`src/rtl/iq_pll_sequencer_pkg.sv`:
```
// Shared definitions for the PLL bring-up / QPSK symbol sequencer.
package iq_pll_sequencer_pkg;

    typedef enum logic [2:0] {
        ST_HOLD      = 3'd0,
        ST_WAIT_LOCK = 3'd1,
        ST_SETTLE    = 3'd2,
        ST_RUN       = 3'd3,
        ST_FAULT     = 3'd4
    } state_t;

    // Mid-scale of the offset-binary DAC inputs (idle level).
    localparam logic [7:0] IQ_MID = 8'h80;

    // Bit positions inside the 2-bit QPSK symbol.
    localparam int SYM_I_BIT = 1;
    localparam int SYM_Q_BIT = 0;

    // A set sign bit drives below mid-scale, a clear one drives above it.
    function automatic logic [7:0] qpsk_level(input logic neg, input logic [7:0] amp);
        return neg ? (IQ_MID - amp) : (IQ_MID + amp);
    endfunction

endpackage

```
`src/rtl/iq_pll_sequencer_qpsk_map.sv`:
```
// Combinational QPSK symbol to I/Q level mapper.
module qpsk_map
    import iq_pll_sequencer_pkg::*;
(
    input  logic [1:0] sym,
    input  logic [7:0] amp,
    output logic [7:0] i,
    output logic [7:0] q
);

    logic [7:0] lvl [2];

    // One level per symbol bit; bit index selects the rail.
    for (genvar gi = 0; gi < 2; gi++) begin : g_lvl
        assign lvl[gi] = qpsk_level(sym[gi], amp);
    end

    assign i = lvl[SYM_I_BIT];
    assign q = lvl[SYM_Q_BIT];

endmodule

```
`src/rtl/iq_pll_sequencer.sv`:
```
// PLL bring-up sequencer with lock timeout/retry and fixed-rate QPSK symbol feed.
module iq_pll_sequencer
    import iq_pll_sequencer_pkg::*;
#(
    parameter int unsigned ARESET_CYCLES = 16,
    parameter int unsigned LOCK_TIMEOUT  = 4096,
    parameter int unsigned SETTLE_CYCLES = 256,
    parameter int unsigned SYM_PERIOD    = 8,
    parameter int unsigned MAX_RETRIES   = 3,
    parameter logic [7:0]  AMP           = 8'h7f
) (
    input  logic       clk,
    input  logic       reset,
    input  logic       locked,
    input  logic       sym_valid,
    input  logic [1:0] sym_data,
    input  logic       err_clear,
    output logic       sym_ready,
    output logic       pllena,
    output logic       areset,
    output logic [7:0] i,
    output logic [7:0] q,
    output logic       running,
    output logic       fault,
    output logic       lock_lost,
    output logic       underrun
);

    localparam int unsigned CNT_MAX = (ARESET_CYCLES > LOCK_TIMEOUT)
        ? ((ARESET_CYCLES > SETTLE_CYCLES) ? ARESET_CYCLES : SETTLE_CYCLES)
        : ((LOCK_TIMEOUT  > SETTLE_CYCLES) ? LOCK_TIMEOUT  : SETTLE_CYCLES);
    localparam int CW = $clog2(CNT_MAX + 1);
    localparam int RW = $clog2(MAX_RETRIES + 2);
    localparam int TW = $clog2(SYM_PERIOD);

    state_t          state_reg, state_next;
    logic [CW-1:0]   cnt_reg, cnt_next;
    logic [RW-1:0]   retry_reg, retry_next;
    logic [TW-1:0]   timer_reg, timer_next;
    logic            sync1_reg, lk_reg;
    logic            sym_ready_next;
    logic [7:0]      i_next, q_next, map_i, map_q;
    logic            lost_set, accept, starve;

    qpsk_map u_map (
        .sym (sym_data),
        .amp (AMP),
        .i   (map_i),
        .q   (map_q)
    );

    // Next state, counters and registered output values.
    always_comb begin
        state_next = state_reg;
        retry_next = retry_reg;
        lost_set   = 1'b0;
        accept     = 1'b0;
        starve     = 1'b0;
        case (state_reg)
            ST_HOLD: begin
                if (cnt_reg == CW'(ARESET_CYCLES - 1)) state_next = ST_WAIT_LOCK;
            end
            ST_WAIT_LOCK: begin
                // Lock takes priority over a simultaneous timeout.
                if (lk_reg) begin
                    state_next = ST_SETTLE;
                end else if (cnt_reg == CW'(LOCK_TIMEOUT - 1)) begin
                    retry_next = retry_reg + RW'(1);
                    state_next = (retry_reg == RW'(MAX_RETRIES)) ? ST_FAULT : ST_HOLD;
                end
            end
            ST_SETTLE: begin
                if (!lk_reg) begin
                    state_next = ST_HOLD;
                    lost_set   = 1'b1;
                end else if (cnt_reg == CW'(SETTLE_CYCLES - 1)) begin
                    state_next = ST_RUN;
                    retry_next = '0;
                end
            end
            ST_RUN: begin
                // Lock loss suppresses any symbol hand-off in the same cycle.
                if (!lk_reg) begin
                    state_next = ST_HOLD;
                    lost_set   = 1'b1;
                end else if (sym_ready) begin
                    accept = sym_valid;
                    starve = !sym_valid;
                end
            end
            ST_FAULT: begin
                if (err_clear) begin
                    state_next = ST_HOLD;
                    retry_next = '0;
                end
            end
            default: state_next = ST_HOLD;
        endcase

        // Counter restarts on every state change; only timed states advance it.
        cnt_next = '0;
        if (state_next == state_reg &&
            (state_reg == ST_HOLD || state_reg == ST_WAIT_LOCK || state_reg == ST_SETTLE))
            cnt_next = cnt_reg + CW'(1);

        timer_next = '0;
        if (state_reg == ST_RUN && state_next == ST_RUN)
            timer_next = (timer_reg == TW'(SYM_PERIOD - 1)) ? '0 : timer_reg + TW'(1);

        sym_ready_next = (state_next == ST_RUN) && (timer_next == TW'(SYM_PERIOD - 1));

        i_next = i;
        q_next = q;
        if (state_next != ST_RUN || starve) begin
            i_next = IQ_MID;
            q_next = IQ_MID;
        end else if (accept) begin
            i_next = map_i;
            q_next = map_q;
        end
    end

    // State, counters, lock synchroniser and all registered outputs.
    always_ff @(posedge clk) begin
        if (reset) begin
            state_reg <= ST_HOLD;
            cnt_reg   <= '0;
            retry_reg <= '0;
            timer_reg <= '0;
            sync1_reg <= 1'b0;
            lk_reg    <= 1'b0;
            sym_ready <= 1'b0;
            pllena    <= 1'b1;
            areset    <= 1'b1;
            i         <= IQ_MID;
            q         <= IQ_MID;
            running   <= 1'b0;
            fault     <= 1'b0;
            lock_lost <= 1'b0;
            underrun  <= 1'b0;
        end else begin
            state_reg <= state_next;
            cnt_reg   <= cnt_next;
            retry_reg <= retry_next;
            timer_reg <= timer_next;
            sync1_reg <= locked;
            lk_reg    <= sync1_reg;
            sym_ready <= sym_ready_next;
            pllena    <= (state_next != ST_FAULT);
            areset    <= (state_next == ST_HOLD) || (state_next == ST_FAULT);
            i         <= i_next;
            q         <= q_next;
            running   <= (state_next == ST_RUN);
            fault     <= (state_next == ST_FAULT);
            lock_lost <= lost_set ? 1'b1 : (err_clear ? 1'b0 : lock_lost);
            underrun  <= starve   ? 1'b1 : (err_clear ? 1'b0 : underrun);
        end
    end

endmodule
```
`config.mk`:
```
export PLATFORM = sky130hd
export DESIGN_NAME = iq_pll_sequencer
export DESIGN_NICKNAME = d
export VERILOG_FILES = /design/src/rtl/iq_pll_sequencer_pkg.sv /design/src/rtl/iq_pll_sequencer_qpsk_map.sv /design/src/rtl/iq_pll_sequencer.sv
export SDC_FILE = /design/constraint.sdc
export NUM_CORES = 1
export LEC_CHECK = 0
export CORE_MARGIN = 1.5
export CORE_UTILIZATION = 52
export CTS_CLUSTER_SIZE = 20
export DETAILED_ROUTE_END_ITERATION = 8
export PLACE_DENSITY = 0.79
export SLEW_MARGIN = 15
export SYNTH_ARGS = -nofsm -noshare
export SYNTH_HDL_FRONTEND = slang
export SYNTH_SLANG_ARGS = --single-unit
```
`constraint.sdc`:
```
create_clock -name clk -period 2.5 [get_ports clk]
set_clock_uncertainty 0.1 [all_clocks]
set_input_delay 0.25 -clock clk [delete_from_list [all_inputs] [get_ports clk]]
set_output_delay 0.25 -clock clk [all_outputs]
set_load 0.01 [all_outputs]
```
==> impl_summary.md, run 1 <==
GRT
The first-pass GRT wire length is 5650 um. The via count of the first global-routing pass was 1345. Entering global routing, the biggest net connects 13 pins.

Global routing used 21.3% of the available tracks. The number of antenna violations at the first check in global routing was 0. After global routing the overflow that remains totals 0.

Route
The first detailed-routing pass ran for 4 iterations. The routed wire length is 3330 um. The post-route DRC violation count is 0. The detailed-route via count is 1352. The routed length per placed instance is 13.1 um.

The initial detailed-routing violation count is 29. The number of nets still failing antenna checks after routing is 0. After detailed routing, the number of vias per cell comes to 5.30.

Worst setup path
The cell family with the largest share of critical-path delay is simple AND/OR/NAND/NOR gates. Data on the critical path arrives at its endpoint at 2.50 ns. The endpoint type of the worst setup path is a flip-flop. The reg-to-reg critical path startpoint is cnt_reg[0].

For this run, the slowest stage of the critical path takes 0.47 ns. The signal on the critical path passes through ha_1 -> nand4_2 -> nor4_2 -> a211oi_1 -> a21boi_1 -> nor2_1. At the worst endpoint, the required time is 2.62 ns. STA classifies the critical path startpoint as a flip-flop.

Counting both buffers and inverters, the worst setup path holds a total of 0. In this run the worst path has a maximum fanout of 7. The setup path with the least slack is of type flip-flop to flip-flop. The cell at the slowest stage of the critical path is sky130_fd_sc_hd__nor4_2. The critical path startpoint is cnt_reg[0].

Cells and area
After the flow finishes, the layout carries non-filler instances totaling 255. The post-synthesis to final-layout area growth is 19.0%. At the end of the flow, the number of nets in the layout was 223.

The number of antenna repair diodes is 0. After routing the design area is 2050 um^2. Counting the fill cells in the layout gives 282.

The multi-input combinational cells in the finished layout cover a total of 861 um^2. The post-route netlist has 9.00% of its cells at a drive strength greater than 1. The register with the most flip-flops in the layout has 13 of them.

The sequential standard cell area is 721 um^2.

STA
The post-layout worst setup margin is 0.120 ns. The number of hold violations in the final report was 0. Setup violations remaining at the end of the flow were counted as 0. After layout, the worst path uses 95.2% of the clock period.

The number of pins exceeding their max-slew limit in the final report is 0. Derived from the worst setup path, the maximum achievable clock frequency is 420 MHz. The worst pin sits at a relative slew slack of 67.9%. The routed design could run at a clock period as short as 2.38 ns. The transition time at the pin with the least slew margin is 0.480 ns.

Power and ir drop
The leakage component of the power is 0.777 nW. In this run the power density over the cells is 468 nW/um^2. The worst-case IR drop observed on VDD is 330 uV.

Place
The instance area at placement is 1980 um^2. The placer congestion estimate is 0.746. Timing analysis after detailed placement gives a worst setup slack of 0.0940 ns.

The count of input and output buffers is 29. Once detailed placement completed, the half-perimeter wirelength came to 2570 um. The number of placed instances, taps included is 248.

Floorplanning
The floorplan step defined a die boundary enclosing 3670 um^2. The region available for standard cell placement spans 3100 um^2. The die is 60.5 um wide.

For this design the top-level I/O count stands at 30. The starting density of the core is 55.5%. The number of cell rows is 20. The overall die height is 60.5 um.

Yosys
In this run, synthesis inferred 0 flip-flops with an integrated enable. By count the netlist is led by sky130_fd_sc_hd__dfxtp_1, sky130_fd_sc_hd__nor2_1, sky130_fd_sc_hd__buf_4, sky130_fd_sc_hd__inv_1, sky130_fd_sc_hd__nand3_1. By area the synthesized netlist is led by sky130_fd_sc_hd__dfxtp_1, sky130_fd_sc_hd__buf_4, sky130_fd_sc_hd__nor2_1, sky130_fd_sc_hd__xnor2_1, sky130_fd_sc_hd__ha_1. The number of library cell types mapped by synthesis is 47. The number of nets in the synthesized netlist is 200. The dominant cell type by area after synthesis is sky130_fd_sc_hd__dfxtp_1. In this run the mean area of a mapped cell was 9.16 um^2. Among all flip-flop cells after synthesis, the most frequent one is sky130_fd_sc_hd__dfxtp_1. The post-synthesis sequential area ratio is 41.9%. The flop and latch count out of synthesis is 36. The cell with the most instances after synthesis is sky130_fd_sc_hd__dfxtp_1. After technology mapping, the gate count stands at 188.

The synthesized netlist occupies a cell area of 1720 um^2. After synthesis, the largest area contributor takes up 41.9% of total cell area. The number of warnings issued by yosys is 0. Of all flip-flops after synthesis, the portion carrying an async set or reset was 0%.

Flow run
The number of max-cap violations is 0.

Clock tree
The buffer count from post-CTS setup fixing is 0. The number of buffers inserted for hold repair after clock tree synthesis is 0. The H-tree was split into 2 levels. The clock-pin slew reported for the worst setup and hold paths after clock tree synthesis is 0.10 ns. The TritonCTS clock tree is yes.

Clock tree synthesis inserted a total of 5 buffers. The insertion delay to the later sink of the worst-skew pair is 0.34 ns. The buffer depth of the longest clock path is 2. The TritonCTS sink count is 36. The clock tree root driver cell is sky130_fd_sc_hd__clkbuf_4.

Run status
The run finished with clean final reports.

Min path
The tightest min-delay check is of the flip-flop to flip-flop type. The worst hold path begins at timer_reg[0].
[placed cells by master (no fill, tap or decap), types with 3 or more instances in the layout]
| cell type | instances |
|---|---|
| sky130_fd_sc_hd__mux2i_1 | 4 |
| sky130_fd_sc_hd__o21a_1 | 4 |
| sky130_fd_sc_hd__or3_1 | 3 |
| sky130_fd_sc_hd__nor2b_1 | 6 |
| sky130_fd_sc_hd__clkbuf_4 | 5 |
| sky130_fd_sc_hd__ha_1 | 5 |
| sky130_fd_sc_hd__a21oi_1 | 6 |
| sky130_fd_sc_hd__nand2_1 | 6 |
| sky130_fd_sc_hd__dfxtp_1 | 36 |
| sky130_fd_sc_hd__nor3_1 | 8 |
| sky130_fd_sc_hd__clkdlybuf4s50_1 | 29 |
| sky130_fd_sc_hd__xnor2_1 | 10 |
| sky130_fd_sc_hd__nand3_1 | 11 |
| sky130_fd_sc_hd__nor2_1 | 24 |
| sky130_fd_sc_hd__inv_1 | 11 |
[layer usage]
layer | routed length, um | part of all wire (%) | global-route usage (%) | up-vias
met2 | 1640 | 49 | 38.0 | 40
met1 | 1430 | 43 | 22.4 | 619
met3 | 175 | 5.3 | 6.82 | 7
met4 | 85 | 2.6 | 10.9 | 0
li1 | - | - | - | 686
met5 | 0 | 0 | 0 | -
[through the flow]
step | utilization, % | power [mW] | setup TNS [ns] | hold slack (ns)
after floorplan | - | 0.615 | 0 | 0.278
after global placement | 63.7 | 0.630 | 0 | 0.319
after detailed placement | 63.7 | 0.633 | 0 | 0.334
after CTS | 65.8 | 0.974 | 0 | 0.349
after global routing | 66.0 | 0.996 | -0.0608 | 0.373
final | 66.0 | 0.959 | 0 | 0.353
[what timing repair did]
item | CTS | global route
resized for setup | 0 | 1
hold endpoints to repair | 0 | 0
setup endpoints to repair | 0 | 1
[layout make-up]
class / instances / share of cell area [%]
flip-flops and latches: 36 / 35.2
repair buffers: 31 / 14.9
multi-input cells: 126 / 42.0
well taps: 44 / 2.69
inverters: 11 / 2.02
clock buffers: 7 / 3.18
[cell families after synthesis]
group / count (synthesis) / share of synthesized area (%)
AOI/OAI and AO/OA: 23 / 10.7
adders and majority gates: 5 / 3.63
muxes: 4 / 2.33
buffers and inverters: 26 / 8.57
xor gates and xnor gates: 12 / 6.10
and+or+nand+nor: 82 / 26.8
DFF: 36 / 41.9
[power breakdown]
group	leakage [nW]	switching, mW	internal [mW]
registers	0.291	0.00606	0.579
clock network	0.0374	0.180	0.159
logic	0.449	0.0169	0.0178
total	0.777	0.203	0.756
[final timing paths]
check,end,slack (ns),cells after the start
hold / removal,timer_reg[0],0.35,1
setup / recovery,cnt_reg[10],0.12,6
setup reg to reg,cnt_reg[10],0.12,6
hold reg to reg,timer_reg[0],0.35,1
Note: power is estimated with default switching activity, not from simulation.
==> inputs of run 2 (changes only) <==
--- a/config.mk
+++ b/config.mk
@@ -9,6 +9,7 @@
 export CORE_UTILIZATION = 52
 export CTS_CLUSTER_SIZE = 20
 export DETAILED_ROUTE_END_ITERATION = 8
+export GPL_TIMING_DRIVEN = 1
 export PLACE_DENSITY = 0.79
 export SLEW_MARGIN = 15
 export SYNTH_ARGS = -nofsm -noshare
==> constraint.sdc (replaced) <==
create_clock -name clk -period 2.5 [get_ports clk]
set_clock_uncertainty 0.1 [all_clocks]
set_input_delay 0.25 -clock clk [delete_from_list [all_inputs] [get_ports clk]]
set_output_delay 0.25 -clock clk [all_outputs]
set_load 0.05 [all_outputs]
==> results of run 2 <==
The final DEF is identical to that of run 1. Status: finished clean.
